### config.mk
export PLATFORM = sky130hd
export DESIGN_NAME = down_timer_ctrl_flat
export DESIGN_NICKNAME = d
export VERILOG_FILES = /design/src/rtl/down_timer_ctrl_pkg.sv /design/src/rtl/down_timer_ctrl_if.sv /design/src/rtl/down_cnt_core.sv /design/src/rtl/down_timer_ctrl.sv /design/src/flat_wrapper.sv
export SDC_FILE = /design/constraint.sdc
export NUM_CORES = 1
export LEC_CHECK = 0
export CAP_MARGIN = 25
export CORE_UTILIZATION = 40
export DETAILED_ROUTE_END_ITERATION = 16
export PLACE_DENSITY = 0.74
export SLEW_MARGIN = 40
export SYNTH_ARGS = -nofsm -noshare
export SYNTH_HDL_FRONTEND = slang
export SYNTH_HIERARCHICAL = 1
export SYNTH_SLANG_ARGS = --single-unit
### constraint.sdc
create_clock -name clk -period 1.6 [get_ports clk]
set_input_delay 0.48 -clock clk [delete_from_list [all_inputs] [get_ports clk]]
set_output_delay 0.48 -clock clk [all_outputs]
set_load 0.05 [all_outputs]
### src/rtl/down_timer_ctrl_pkg.sv
// down_timer_ctrl_pkg
// Shared types and constants for the down timer controller slice.
//   DEF_WIDTH : default count width in bits
//   state_t   : controller FSM state encoding (IDLE, RUN, DONE)
package down_timer_ctrl_pkg;

    localparam int DEF_WIDTH = 4;

    typedef enum logic [1:0] {
        IDLE = 2'd0,
        RUN  = 2'd1,
        DONE = 2'd2
    } state_t;

endpackage

### src/rtl/down_timer_ctrl_if.sv
// down_timer_ctrl_if
// Control/status bundle between a timer user and down_timer_ctrl.
//   start, stop, load_val : requests from the user (master drives)
//   q, busy, tc, done     : registered status from the timer (slave drives)
interface down_timer_ctrl_if
    import down_timer_ctrl_pkg::*;
#(
    parameter int WIDTH = DEF_WIDTH
);

    logic             start;
    logic             stop;
    logic [WIDTH-1:0] load_val;
    logic [WIDTH-1:0] q;
    logic             busy;
    logic             tc;
    logic             done;

    modport master (
        output start, stop, load_val,
        input  q, busy, tc, done
    );

    modport slave (
        input  start, stop, load_val,
        output q, busy, tc, done
    );

endinterface

### src/rtl/down_cnt_core.sv
// down_cnt_core
// WIDTH-bit loadable down counter; the datapath of down_timer_ctrl.
//   clk, reset : clock and asynchronous active-high reset
//   load, d    : load d into q (has priority over dec)
//   dec        : decrement q by one; saturates at zero
//   q          : registered count
module down_cnt_core
    import down_timer_ctrl_pkg::*;
#(
    parameter int WIDTH = DEF_WIDTH
) (
    input  logic             clk,
    input  logic             reset,
    input  logic             load,
    input  logic             dec,
    input  logic [WIDTH-1:0] d,
    output logic [WIDTH-1:0] q
);

    always_ff @(posedge clk or posedge reset) begin
        if (reset) begin
            q <= '0;
        end else if (load) begin
            q <= d;
        end else if (dec && (q != '0)) begin
            q <= q - WIDTH'(1);
        end
    end

endmodule

### src/rtl/down_timer_ctrl.sv
// down_timer_ctrl
// Prescaled down timer with a three-state controller.
//   clk, reset : clock and asynchronous active-high reset
//   bus        : down_timer_ctrl_if.slave (start, stop, load_val in;
//                q, busy, tc, done out, all registered)
// Parameters: WIDTH (count width), PRESCALE (clock cycles per tick, >= 1).
// Build option: define AUTO_RELOAD_EN to reload the count from the value
// captured at start each time it expires, instead of stopping in DONE.
//
// state | meaning
// IDLE  | stopped, q holds its last value
// RUN   | counting down one step per prescaler tick
// DONE  | count expired, q = 0
module down_timer_ctrl
    import down_timer_ctrl_pkg::*;
#(
    parameter int WIDTH    = DEF_WIDTH,
    parameter int PRESCALE = 1
) (
    input  logic           clk,
    input  logic           reset,
    down_timer_ctrl_if.slave bus
);

    localparam int PW = (PRESCALE > 1) ? $clog2(PRESCALE) : 1;
    localparam logic [PW-1:0] PRESC_LAST = PW'(PRESCALE - 1);

    state_t           state, state_n;
    logic [PW-1:0]    presc, presc_n;
    logic             tc_n;
    logic             ld;
    logic             dec;
    logic             tick;
    logic [WIDTH-1:0] ld_d;
`ifdef AUTO_RELOAD_EN
    logic [WIDTH-1:0] reload_reg, reload_n;
`endif

    assign tick = (state == RUN) && (presc == PRESC_LAST);

    always_comb begin
        state_n = state;
        presc_n = presc;
        tc_n    = 1'b0;
        ld      = 1'b0;
        dec     = 1'b0;
        ld_d    = bus.load_val;
`ifdef AUTO_RELOAD_EN
        reload_n = reload_reg;
`endif
        if (bus.stop) begin
            state_n = IDLE;
        end else begin
            case (state)
                IDLE, DONE: begin
                    if (bus.start) begin
                        ld      = 1'b1;
                        presc_n = '0;
`ifdef AUTO_RELOAD_EN
                        reload_n = bus.load_val;
`endif
                        // A zero start value expires immediately.
                        if (bus.load_val == '0) begin
                            tc_n    = 1'b1;
                            state_n = DONE;
                        end else begin
                            state_n = RUN;
                        end
                    end
                end
                RUN: begin
                    if (tick) begin
                        presc_n = '0;
`ifdef AUTO_RELOAD_EN
                        if (bus.q == '0) begin
                            ld   = 1'b1;
                            ld_d = reload_reg;
                        end else begin
                            dec  = 1'b1;
                            tc_n = (bus.q == WIDTH'(1));
                        end
`else
                        if (bus.q != '0) begin
                            dec = 1'b1;
                        end
                        if (bus.q == WIDTH'(1)) begin
                            tc_n = 1'b1;
                        end
                        // q == 0 in RUN is unreachable; leave cleanly if it happens.
                        if (bus.q <= WIDTH'(1)) begin
                            state_n = DONE;
                        end
`endif
                    end else begin
                        presc_n = presc + PW'(1);
                    end
                end
                default: begin
                    state_n = IDLE;
                end
            endcase
        end
    end

    always_ff @(posedge clk or posedge reset) begin
        if (reset) begin
            state    <= IDLE;
            presc    <= '0;
            bus.tc   <= 1'b0;
            bus.busy <= 1'b0;
            bus.done <= 1'b0;
        end else begin
            state    <= state_n;
            presc    <= presc_n;
            bus.tc   <= tc_n;
            bus.busy <= (state_n == RUN);
            bus.done <= (state_n == DONE);
        end
    end

`ifdef AUTO_RELOAD_EN
    always_ff @(posedge clk or posedge reset) begin
        if (reset) begin
            reload_reg <= '0;
        end else begin
            reload_reg <= reload_n;
        end
    end
`endif

    down_cnt_core #(.WIDTH(WIDTH)) u_core (
        .clk   (clk),
        .reset (reset),
        .load  (ld),
        .dec   (dec),
        .d     (ld_d),
        .q     (bus.q)
    );

endmodule

### src/flat_wrapper.sv
// flat-port wrapper written by rule: the top's interface ports become plain ports
module down_timer_ctrl_flat import down_timer_ctrl_pkg::*;
#(
    parameter int WIDTH    = DEF_WIDTH,
    parameter int PRESCALE = 1
)
  (clk, reset, bus_start, bus_stop, bus_load_val, bus_q, bus_busy, bus_tc, bus_done);
  down_timer_ctrl_if #(.WIDTH(WIDTH)) bus_i ();
  input  logic clk;
  input  logic reset;
  input wire logic [$bits(bus_i.start)-1:0] bus_start;
  input wire logic [$bits(bus_i.stop)-1:0] bus_stop;
  input wire logic [$bits(bus_i.load_val)-1:0] bus_load_val;
  output wire logic [$bits(bus_i.q)-1:0] bus_q;
  output wire logic [$bits(bus_i.busy)-1:0] bus_busy;
  output wire logic [$bits(bus_i.tc)-1:0] bus_tc;
  output wire logic [$bits(bus_i.done)-1:0] bus_done;
  assign bus_i.start = bus_start;
  assign bus_i.stop = bus_stop;
  assign bus_i.load_val = bus_load_val;
  assign bus_q = bus_i.q;
  assign bus_busy = bus_i.busy;
  assign bus_tc = bus_i.tc;
  assign bus_done = bus_i.done;
  down_timer_ctrl #(.WIDTH(WIDTH), .PRESCALE(PRESCALE)) u_core (.clk(clk), .reset(reset), .bus(bus_i));
endmodule
# Word level (Yosys, flattened, before mapping)
# Cells that the tools add are included.
# W data, S select, Z words.
[word_totals]
regBits = 10
input_bits = 8
word_cells = 50
[classes]
addsub = 2
bitwise = 2
order_cmp = 1
n_reduce_logical = 9
n_mux = 24
n_eq_ne = 6
[ops]
columns = ["cell", "n"]
rows = [
  ["$mux W1", 14],
  ["$mux W2", 5],
  ["$mux W4", 2],
  ["$eq A2 B1 Y1 const B", 2],
  ["$eq A2 B2 Y1 const B", 2],
  ["$eq A4 B1 Y1 const B", 1],
  ["$le A4 B1 Y1 const B", 1],
  ["$logic_not A4 Y1", 1],
  ["$pmux W1 S2", 2],
  ["$pmux W2 S2", 1],
  ["$reduce_bool A2 Y1", 2],
  ["$reduce_bool A4 Y1", 1],
  ["$sub A4 B1 Y4 const B", 1],
  ["$reduce_and A3 Y1", 1],
  ["$logic_and A1 B1 Y1", 2],
  ["$logic_not A2 Y1", 1],
  ["$ne A2 B2 Y1 const B", 1],
  ["$not A1 Y1", 2],
  ["$reduce_or A2 Y1", 1],
  ["$add A1 B1 Y1 const B", 1],
]

# Depth between registers and ports, before layout
# Gate-level depths: netlist of run 1.
[logic_depth]
ltp_word = 8
ltp_mapped = 5

# Modules after synthesis
# Netlist of run 1, hierarchy kept.
[modules_own_cells]
columns = ["module", "area_per_inst_um2", "cells_per_inst", "n_inst"]
rows = [
  ["down_timer_ctrl", 324.1, 29, 1],
  ["down_cnt_core", 249.0, 28, 1],
]

# Worst setup path after synthesis of run 1
# No wires, ideal clock.
[synth_timing]
path_type = "reg2reg"
startpoint = "register u_core.u_core.q[2]"
endpoint = "register u_core.u_core.q[3]"
path_slack_ns = -0.419
path_buffers = 0
setup_ns = 0.126
required_time_ns = 1.474
arrival_ns = 1.893
period_less_slack_ns = 2.019
stages_incl_launch_ff = 6
path_cell_list = "dfrtp_1 nor3_2 a2111oi_2 nor4b_2 nor3b_1 a221o_1"
[synth_via]
elab_chain_cells = 7
[synth_lines]
columns = ["element", "line_no", "text"]
rows = [
  ["start: declaration", "down_cnt_core.sv:17", "output logic [WIDTH-1:0] q"],
  ["start signal: assignment", "down_cnt_core.sv:26", "q <= q - WIDTH'(1);"],
  ["$reduce_bool A4 Y1", "down_timer_ctrl.sv:83", "if (bus.q != '0) begin"],
  ["$mux W1", "down_timer_ctrl.sv:83", ""],
  ["$mux W1", "down_timer_ctrl.sv:72", "if (tick) begin"],
  ["$mux W1", "down_timer_ctrl.sv:54", "case (state)"],
  ["$mux W1", "down_timer_ctrl.sv:51", "if (bus.stop) begin"],
  ["via u_core.dec", "down_timer_ctrl.sv:32", "logic dec;"],
  ["$logic_and A1 B1 Y1", "down_cnt_core.sv:25", "end else if (dec && (q != '0)) begin"],
  ["$reduce_bool A2 Y1 (no source line)", "-", ""],
]
# The timed path passes the listed nets, and every way through them passes these cells. The select of a mux whose other input is x is not followed.
# A chain may end at the register's enable or synchronous reset.

# Final worst setup path of run 1
[layout_timing]
startpoint = "input bus_start"
endpoint = "register u_core.u_core.q[1]"
[layout_via]
elab_chain_cells = 4
[layout_lines]
columns = ["element", "line_no", "text"]
rows = [
  ["start: declaration", "flat_wrapper.sv:11", "input wire logic [$bits(bus_i.start)-1:0] bus_start;"],
  ["$mux W1 *", "down_timer_ctrl.sv:56", "if (bus.start) begin"],
  ["$mux W1 *", "down_timer_ctrl.sv:54", ""],
  ["$mux W1 *", "down_timer_ctrl.sv:51", ""],
  ["via u_core.ld", "down_timer_ctrl.sv:31", "logic ld;"],
  ["$mux W4 or $reduce_bool A2 Y1 (tied branches)", "-", ""],
]
# The timed path passes the listed nets; every way through them passes the cells marked *.

==> run summary, run 1 <==
Outcome: complete, but fails checks
Failing checks: setup timing
Number of synthesized register bits: 10
Worst Path Max Fanout: 5
Setup WS pre-CTS: -448.7 ps
Simple logic cell fraction of the synthesized area: 0.3057
Largest family of logic cells by synthesized area: simple AND/OR/NAND/NOR gates
Dpl cell area: 939.7 um2
Reg2reg start: u_core/u_core/q[0]
Synth Area in XOR/XNOR: 0
Total of max-cap violations: 0
Number of synthesis warnings: 6
Die X: 39.85 um
Via count: 608
Worst Path Required: 1800 ps
Core Area: 1318 um2
Cell area after layout: 1013 um2
Fmax: 617.7 MHz
Mapped Area: 573.1 um2
Num rows: 13
Initial core utilization: 0.4349
Clock buffer depth: 2
Final setup vio count: 3
Post-synthesis adder-cell area fraction: 0.02183
Final Hold Viols: 0
DIE AREA: 1588 um2
Final GP Congestion: 0.7971
Clock sinks: 10
DR iter-0 viols: 32
VDD IR max: 0.7691 mV
Port bufs: 14
Tmin final: 1619 ps
Number of unique standard cell types used by synthesis: 27
Relative slew slack: 0.7718
Total Wirelength: 1707 um
Share of cells above drive strength 1: 0.5165
WL/cell: 16.10 um
CTS clk-pin slew, worst paths: 70 ps
Synth-to-Final Area Change: 76.86%
CTS tree: yes
Top_reg_cell synth: dfrtp_1
Max-slew violations: 0
Total GRT Usage: 0.2462
Post-route insts no fill: 106
Post-synthesis sequential area ratio: 0.4367
Critical setup path kind: in2reg
Worst Skew: 6.866 ps
Syn Inst Count: 57
Root buffer cell: clkbuf_4
Die Height: 39.85 um
Fin crit share: 1.012
R2R Setup Slk: -10 ps
Worst r2r path cells: 6
Hold buffer count at cts: 0
First-pass DRT Iterations: 4
Placed Instances: 100
Vias/cell: 5.736
Finished Core Util: 0.7692
Detailed placer's ending HPWL: 1211 um
Final net count: 102
Antenna diodes: 0
Worst slew pin tran: 342.3 ps
Initial antenna violation count: 0
Post-synth EDFFs: 0
Avg Inst Size Synth: 10.05 um2
Crit path to: u_core/u_core/q[1]
Final setup margin: -18.82 ps
Synth Area in Compound Gates: 0.1900
H-tree depth: 1
Clock buffer count from CTS: 3
Pwr dens: 1213 nW/um2
Post-synthesis mux area share: 0
Syn_nets: 66
CP Launch Type: input pin
Critical Path AT: 1820 ps
Skew-Pair Late Insertion Delay: 260 ps
Vias in the first global route: 530
RSZ-0062 raised after global routing: yes
Largest net degree at the start of global routing: 7
Ys async rst share: 1.000
Worst reg2reg path endpoint: u_core/u_core/q[0]
Critical Path Start: bus_start
First-pass GRT wire length: 2449 um
Setup crit end kind: flop
GRT overflow: 0
Routed Antenna Nets: 0
Num ports: 15
Min-delay worst type: in2async
DRC: 0
P_leak: 0.4498 nW
cell usage in the layout (no fill, tap or decap), drive strengths merged:
master,netlist,routed
nor2b,1,1
nor4b,1,1
or4,1,1
clkdlybuf4s50,0,6
nand3b,1,1
o211ai,1,1
nor3b,3,3
a2111oi,1,1
clkdlybuf4s15,0,1
nand3,2,2
ha,1,1
a21oi,4,4
o21ba,2,2
and4b,1,1
nor2,3,3
a31oi,3,3
clkbuf,0,3
nand2b,3,3
dfrtp,10,10
a21o,1,1
nor4,1,1
o21ai,2,2
nand2,4,4
a221o,1,1
nor3,2,2
or3,1,1
buf,0,24
inv,7,7
through the flow:
step                total power [mW]  setup TNS, ps  hold WS, ps
floorplan                     0.6794         -326.4        246.1
global placement               1.001          -1628        604.3
detailed placement             1.013          -1889        605.5
CTS                            1.191              0        438.6
global route                   1.291         -161.2        426.9
finish                         1.230         -44.46        431.0
logic make-up (layout without fill, tap and decap cells):
kind of cell | after synthesis | count (layout)
buffers and inverters | 7 | 41
AND/OR/NAND/NOR | 24 | 24
adder cells (fa/ha/maj) | 1 | 1
flip-flops | 10 | 10
AO/OA/AOI/OAI | 15 | 15
synth_stat cells (all sizes together) (2+ instances only):
| library cell | count | share of area |
|---|---|---|
| o21ba | 2 | 0.035 |
| o21ai | 2 | 0.017 |
| a21oi | 4 | 0.035 |
| nand3 | 2 | 0.017 |
| nor3b | 3 | 0.048 |
| nand2b | 3 | 0.033 |
| a31oi | 3 | 0.033 |
| nor3 | 2 | 0.026 |
| inv | 7 | 0.046 |
| nor2 | 3 | 0.020 |
| nand2 | 4 | 0.026 |
| dfrtp | 10 | 0.44 |
repair_timing:
| item | in CTS | in global routing |
|---|---|---|
| endpoints found under the setup margin | 3 | 3 |
| gates resized for setup | 4 | 6 |
| buffers inserted | 2 | 1 |
| hold endpoints to repair | 0 | 0 |
| pin swaps | 1 | 0 |
layer usage:
| metal | GRT usage | share of wire |
|---|---|---|
| met4 | 0.02586 | 0.015 |
| met2 | 0.4098 | 0.52 |
| met3 | 0.1023 | 0.062 |
| met1 | 0.3010 | 0.40 |
| met5 | 0 | 0 |
flip-flops by register name (all words and copies together), names as in the netlist:
name	flops
u_core/u_core/q	4
u_core/presc	1
u_core/state	2
u_core/bus.busy	1
u_core/bus.done	1
u_core/bus.tc	1
worst max-delay path: stages:
cell	delay [ps]
clkdlybuf4s50_1	450
nand2b_1	160
nor2_2	90
or4_4	540
nand3_2	90
worst min-delay path by stage:
stage                            start                 end  slack, ps  cells after the start
final                            reset  u_core/u_core/q[1]        430                      2
after global routing             reset  u_core/u_core/q[1]        430                      2
after CTS                        reset  u_core/u_core/q[1]        440                      2
after detailed placement  u_core/presc        u_core/presc        610                      1
after global placement    u_core/presc        u_core/presc        600                      1
after floorplan                  reset  u_core/u_core/q[0]        250                      1
report_power, final:
group	switching, mW	internal (mW)	total (mW)
clock	0.0828	0.0867	0.169
sequential	0.0465	0.303	0.349
combinational	0.373	0.338	0.711
layout make-up:
type / count / area (um2)
clock buffer: 3 / 22.52
multi-input combinational: 40 / 347.8
fill: 84 / 304.0
tap: 15 / 18.77
inverter: 7 / 26.28
timing repair buffer: 31 / 342.8
sequential: 10 / 255.2
No activity file was read; power rests on OpenSTA's default activity.
==> run 2: changes to the inputs <==
- RECOVER_POWER: not set -> 100
==> run 2 against run 1 <==
Net effect:
- design area fell by 4.9%
- clock skew barely moved
- non-clock buffer count did not move
- the flow still finishes with violations (setup timing)
- first-iteration DRC count fell by 3.1%
- clock power barely moved
- sequential share of layout area up 1.3 points
- sequential power down 1%
- highest routed layer unchanged
- utilization decreased by 3.8 points
==> run summary, run 2 (same netlist as run 1, synthesis figures left out) <==
Outcome: complete, but fails checks
Failing checks: setup timing
First-pass DRT Iterations: 4
Num rows: 13
Worst-path cell chain: nor3_4 -> a2111oi_4 -> nor4b_4 -> nor3b_1 -> a221o_1
Final setup margin: -20.18 ps
Worst Skew: 7.183 ps
Critical Path AT: 1770 ps
Fmax: 617.2 MHz
Worst Path Max Fanout: 4
Slowest-stage cell, CP: dfrtp_2
Routed Antenna Nets: 0
DRC: 0
Die X: 39.85 um
Final setup vio count: 3
Max-slew violations: 0
Max incr delay on CP: 410 ps
Tmin final: 1620 ps
Fin crit share: 1.013
CP Launch Type: flop
Antenna diodes: 0
Detailed placer's ending HPWL: 1211 um
Hold slack: 562.9 ps
Clock buffer depth: 2
Commonest non-fill, non-tap cell in the layout: buf_4
Worst Path Required: 1750 ps
Relative slew slack: 0.7712
P_leak: 0.4375 nW
Most frequent cells in the layout: buf_4 (14), dfrtp_1 (6), inv_1 (5)
Largest net degree at the start of global routing: 7
First-pass GRT wire length: 2449 um
Root buffer cell: clkbuf_4
Initial core utilization: 0.4349
Hold buffer count at cts: 0
Critical setup path kind: reg2reg
Via count: 608
Tot Pwr: 1.197 mW
Clock sinks: 10
CTS tree: yes
Synth-to-Final Area Change: 68.12%
DIE AREA: 1588 um2
H-tree depth: 1
CTS clk-pin slew, worst paths: 70 ps
Num ports: 15
Clock buffer count from CTS: 3
GRT overflow: 0
Setup crit end kind: flop
Final GP Congestion: 0.7971
Final net count: 102
WL/cell: 16.27 um
Top reg by flops: u_core/u_core/q
Initial antenna violation count: 0
Die Height: 39.85 um
Total Wirelength: 1725 um
Total of max-cap violations: 0
Min-delay worst type: in2async
VDD IR max: 0.7601 mV
Share of cells above drive strength 1: 0.5165
Largest register FFs: 4
Core Area: 1318 um2
TNS Setup: -42.84 ps
Vias/cell: 5.736
Vias in the first global route: 530
Regs by FF count: u_core/u_core/q x4, u_core/state x2
Total GRT Usage: 0.2462
Pwr dens: 1243 nW/um2
DR iter-0 viols: 31
Port bufs: 14
Skew-Pair Late Insertion Delay: 260 ps
RSZ-0062 raised after global routing: yes
Final Hold Viols: 0
Worst slew pin tran: 343.2 ps
[run 2: cell types whose count changed in the layout (fill, tap and decap cells not counted)]
| cell | delta |
|---|---|
| clkbuf_2 | +4 |
| clkdlybuf4s50_1 | -2 |
| buf_4 | -2 |
| dlygate4sd3_1 | +2 |
| buf_12 | -3 |
| buf_2 | +1 |
[run 2: path summary, 6_finish.rpt]
kind                               startpoint            endpoint  slack, ps  cells after the start
min in group clk                 u_core/presc        u_core/presc        620                      1
setup reg to reg           u_core/u_core/q[1]  u_core/u_core/q[3]        -20                      5
hold reg to reg                  u_core/presc        u_core/presc        620                      1
max in group asynchronous               reset     u_core/state[1]        800                      2
setup / recovery           u_core/u_core/q[1]  u_core/u_core/q[3]        -20                      5
hold / removal                          reset  u_core/u_core/q[1]        560                      2
[run 2: report_power, final]
group,switching (mW),internal (mW)
Clock,0.0826,0.0867
Sequential,0.0432,0.302
Combinational,0.375,0.308
Total,0.500,0.697
[run 2: what timing repair did]
action                                  4_1_cts  5_1_grt
gates resized for setup                       4        6
hold endpoints to repair                      0        0
setup buffers                                 2        1
endpoints found under the setup margin        3        3
pin swaps                                     1        0
[run 2: area by class of cell]
cell class	count	area, um2
timing repair buffer	31	292.8
fill	90	354.1
clock buffer	3	22.52
tap	15	18.77
sequential	10	255.2
inverter	7	26.28
multi-input combinational	40	347.8
[run 2: per-layer routing]
| metal | track usage | wire length, um | vias up |
|---|---|---|---|
| li1 | - | - | 277 |
| met1 | 0.3010 | 685 | 292 |
| met2 | 0.4098 | 891 | 33 |
| met3 | 0.1023 | 123 | 6 |
| met4 | 0.02586 | 25 | 0 |
| met5 | 0 | 0 | - |
[run 2: worst max-delay path: cells and delay by family (launching register included)]
kind,cells,cell delay (ps)
flip-flops,1,410
AO/OA/AOI/OAI,2,620
AND/OR/NAND/NOR,3,460
[run 2: through the flow]
step                      area (um2)    util  instances  worst slack, ps
after floorplan                605.6       -         57           -150.6
after global placement         939.7  0.7132        100           -379.0
after detailed placement       939.7  0.7132        100           -448.7
after CTS                      985.9  0.7483        105            13.22
after global routing           963.4  0.7312        106           -84.58
final                          963.4  0.7312        106           -20.18
==> RTL change 1 (flow settings as in run 1) <==
The package constant `DEF_WIDTH` goes from 4 to 6.
--- a/src/rtl/down_timer_ctrl_pkg.sv
+++ b/src/rtl/down_timer_ctrl_pkg.sv
@@ -5,5 +5,5 @@
 package down_timer_ctrl_pkg;
 
-    localparam int DEF_WIDTH = 4;
+    localparam int DEF_WIDTH = 6;
 
     typedef enum logic [1:0] {
Interface: changed (resized bus_load_val and bus_q); port bits go from 15 to 19. The function was not compared with the original's and may differ.
==> RTL change 1 against run 1 <==
The flow still finishes with violations (negative setup slack). Setup slack got worse by 0.19 ns. Routed wire length rose by 45%. Clock power is 52% higher. Sequential cell count rose by 2. Synthesized cell count is 37% higher. Via count grew 41%. Count of clock-buffer cells in the layout up 1. Power up 29%. Design area rose by 41%. Synthesized area up 31%.
==> RTL change 1: results (changes against run 1) <==
[timing]
tightest_slew_ns = 0.298  ; -0.0441 ns
fin_skew_ns = 0.00110  ; -0.00576 ns
setup_viol = 6  ; +3
fin_hold_ws_ns = 0.443  ; +0.0123 ns
worst_slack_ns = -0.207  ; -0.188 ns

[route]
drt_iter0_markers = 27  ; -16%
wl_met1_um = 976  ; +43%
wl_met2_um = 1300  ; +46%
routed-wl-met3_um = 107  ; +0.94%

[final_layout]
regArea_um2 = 307  ; +20%
reg.largest.list = u_core/u_core/q x6, u_core/state x2

[power_and_ir_drop]
peakVddDrop_mv = 0.925  ; +20%
powerSeq_w = 0.000409  ; +17%
power.switching_w = 0.000633  ; +26%

[global_routing]
use_met2_pct = 48.4  ; +7.4 points
track_usage_pct = 27.3  ; +2.7 points

[placement]
dp.cells = 144  ; +44%
place_ws_ns = -0.480  ; -0.0312 ns

[status]
status = finished with violations
violations = negative setup slack

[setup_path]
reg2regPathDepth = 5  ; -1
worstReg2RegEnd = u_core/u_core/q[3]$_DFFE_PP0P_
cp_data_arrival_time_ns = 2.02  ; +0.20 ns
cp_max_fo = 2  ; -3
slowest_delay_ns = 0.49  ; -0.05 ns

[logic_synthesis]
syn_area_per_cell_um2 = 9.62  ; -4.3%

[clock_network]
insertion_delay_ns = 0.29  ; +0.03 ns

RTL change 1: cell types whose count changed after synthesis, sizes merged, moves of 3 or more:
cell | before | now
a211o | 0 | 3
a21oi | 4 | 11
a31oi | 3 | 0
nand4b | 0 | 3
nor3b | 3 | 6
RTL change 1: cell type report:
| class | instances | area share [%] |
|---|---|---|
| Tap cell | 25 | 2.19 |
| Inverter | 8 | 2.10 |
| Multi-Input combinational cell | 56 | 34.8 |
| Sequential cell | 12 | 21.5 |
| Timing Repair Buffer | 50 | 36.9 |
| Clock buffer | 4 | 2.54 |
RTL change 1: timing repair:
action                                  in CTS  in global routing
setup buffers                                5                  2
endpoints found under the setup margin       9                  7
pin swaps                                   12                  3
gates resized for setup                     22                  4
RTL change 1: cells by family after synthesis:
logic type,share of synthesized area [%]
AOI/OAI and AO/OA,23.7
adders and majority gates,3.33
buffers and inverters,5.50
DFF,40.0
and+or+nand+nor,27.5
==> RTL change 2 (flow settings as in run 1) <==
Made on the original files. Encoding of `state_t`: now one-hot (3 bits for 3 states).
--- a/src/rtl/down_timer_ctrl_pkg.sv
+++ b/src/rtl/down_timer_ctrl_pkg.sv
@@ -7,8 +7,8 @@
     localparam int DEF_WIDTH = 4;
 
-    typedef enum logic [1:0] {
-        IDLE = 2'd0,
-        RUN  = 2'd1,
-        DONE = 2'd2
+    typedef enum logic [2:0] {
+        IDLE = 3'b001,
+        RUN  = 3'b010,
+        DONE = 3'b100
     } state_t;
 
Function: same outputs for any inputs over 10 cycles, from zero or initial values and one cycle with reset high; not proved beyond that.
==> RTL change 2 against run 1 <==
The run still ends with negative setup slack left. Critical path type is now reg -> reg. Routed wire length is 5.5% lower. Critical path depth stayed put. Non-clock buffer count is 2 higher. Synthesized area is 18% higher. Sequential cell count is 1 higher. Setup slack worse by 0.12 ns. Combinational power is 31% lower. Power is 17% lower. Design area is 9.6% higher. Largest power group unchanged. Clock power is 11% higher.
==> RTL change 2: results (changes against run 1) <==
[route]
wl_per_cell_um = 13.4  ; -17%
wl_um = 1610  ; -5.5%
vias_per_cell = 5.48  ; -4.5%
drt_iter0_markers = 18  ; -44%

[setup_path]
cp_max_fo = 3  ; -2
reg2regPathDepth = 5  ; -1
cp-startpoint = u_core/presc$_DFFE_PP0P_
slowest_delay_ns = 0.41  ; -0.13 ns
slowest_stage = dfrtp_1
cp_data_arrival_time_ns = 1.89  ; +0.07 ns
crit_family = simple AND/OR/NAND/NOR gates
r2r_slack_ns = -0.14  ; -0.13 ns
worstReg2RegEnd = u_core/u_core/q[3]$_DFFE_PP0P_

[global_routing]
grt_pass1_vias = 629  ; +19%
grt_max_degree = 8  ; +1
track_usage_pct = 18.9  ; -5.7 points
grt_pass1_wl_um = 2680  ; +9.3%

[logic_synthesis]
ys_top_cells_by_count = dfrtp_1, inv_1, a21oi_1
synth_fp_nets = 78  ; +18%
synthAdderAreaFrac_pct = 1.85  ; -0.33 points
synth_compound_area_share_pct = 16.6  ; -2.4 points
syn_area_per_cell_um2 = 9.81  ; -2.4%
synth-xor-area-share_pct = 3.70  ; +3.7 points
ys_types = 35  ; +30%
synth.area.top_cells = dfrtp_1, a21oi_1, nor3b_1
ys_seq_area_share_pct = 40.9  ; -2.8 points

[timing]
maxSlewHeadroom_pct = 74.8  ; -2.4 points
fin_hold_ws_ns = 0.427  ; -0.00433 ns
fin_skew_ns = 0.00172  ; -0.00514 ns
setup_viol = 3  ; unchanged
worst_slack_ns = -0.137  ; -0.118 ns
setup_tns_ns = -0.270  ; -0.226 ns

[status]
violations = negative setup slack
status = finished with violations

[final_layout]
nets = 114  ; +12%
reg.largest.list = u_core/u_core/q x4, u_core/state x3
drive_gt1_share_pct = 43.3  ; -8.4 points

[power_and_ir_drop]
p_leak_nw = 0.457  ; +1.6%
pg_comb_w = 0.000490  ; -31%
peakVddDrop_mv = 0.944  ; +23%
power.switching_w = 0.000381  ; -24%
clkPwrFrac_pct = 18.3  ; +4.5 points
comb_power_share_pct = 47.8  ; -10 points

[placement]
place_congestion = 0.747  ; -6.3%
place_ws_ns = -0.389  ; +0.0596 ns
place_area_um2 = 1050  ; +12%
place.detailed.hpwl_um = 1250  ; +3.1%

[clock_network]
h-tree-depth = 1  ; unchanged

[RTL change 2: changes by cell type after synthesis, moves of 2 or more]
| cell | delta |
|---|---|
| a21oi_1 | +2 |
| a311oi_1 | +2 |
| a31oi_1 | -2 |
| nand3b_1 | +2 |
| nor3b_1 | +2 |
| o21ba_2 | -2 |
[RTL change 2: area by class of cell]
class / instances / area (um2)
fill: 119 / 430
timing repair buffer: 33 / 353
sequential: 11 / 283
clock buffer: 4 / 26.3
inverter: 7 / 26.3
tap: 16 / 20.0
multi-input combinational: 49 / 403
[RTL change 2: per-layer routing]
metal | vias to the layer above | part of all wire, % | track usage (%)
li1 | 324 | - | -
met1 | 310 | 43 | 23.3
met2 | 23 | 52 | 33.7
met3 | 0 | 4.2 | 3.83
met4 | 0 | 0 | 3.64
met5 | - | 0 | 0
[RTL change 2: worst register-to-register path: stages (launching register included)]
cell and delay (ns):
dfrtp_1 0.41, nor4b_4 0.32, nor3b_4 0.29, nor4b_4 0.26, nor3b_1 0.08, a221o_1 0.27
[RTL change 2: how the worst max path moves through the flow]
stage                                     endpoint  slack (ns)
global placement    u_core/u_core/q[1]$_DFFE_PP0P_       -0.35
detailed placement  u_core/u_core/q[1]$_DFFE_PP0P_       -0.39
CTS                 u_core/u_core/q[3]$_DFFE_PP0P_       -0.13
global route        u_core/u_core/q[3]$_DFFE_PP0P_       -0.22
floorplan           u_core/u_core/q[1]$_DFFE_PP0P_       -0.09
finish              u_core/u_core/q[3]$_DFFE_PP0P_       -0.14
[RTL change 2: repair_timing]
item	4_1_cts	5_1_grt
pin swaps	1	1
endpoints found under the hold margin	0	0
buffers inserted	3	2
resized for setup	2	0
endpoints found under the setup margin	3	4
gates cloned	0	0
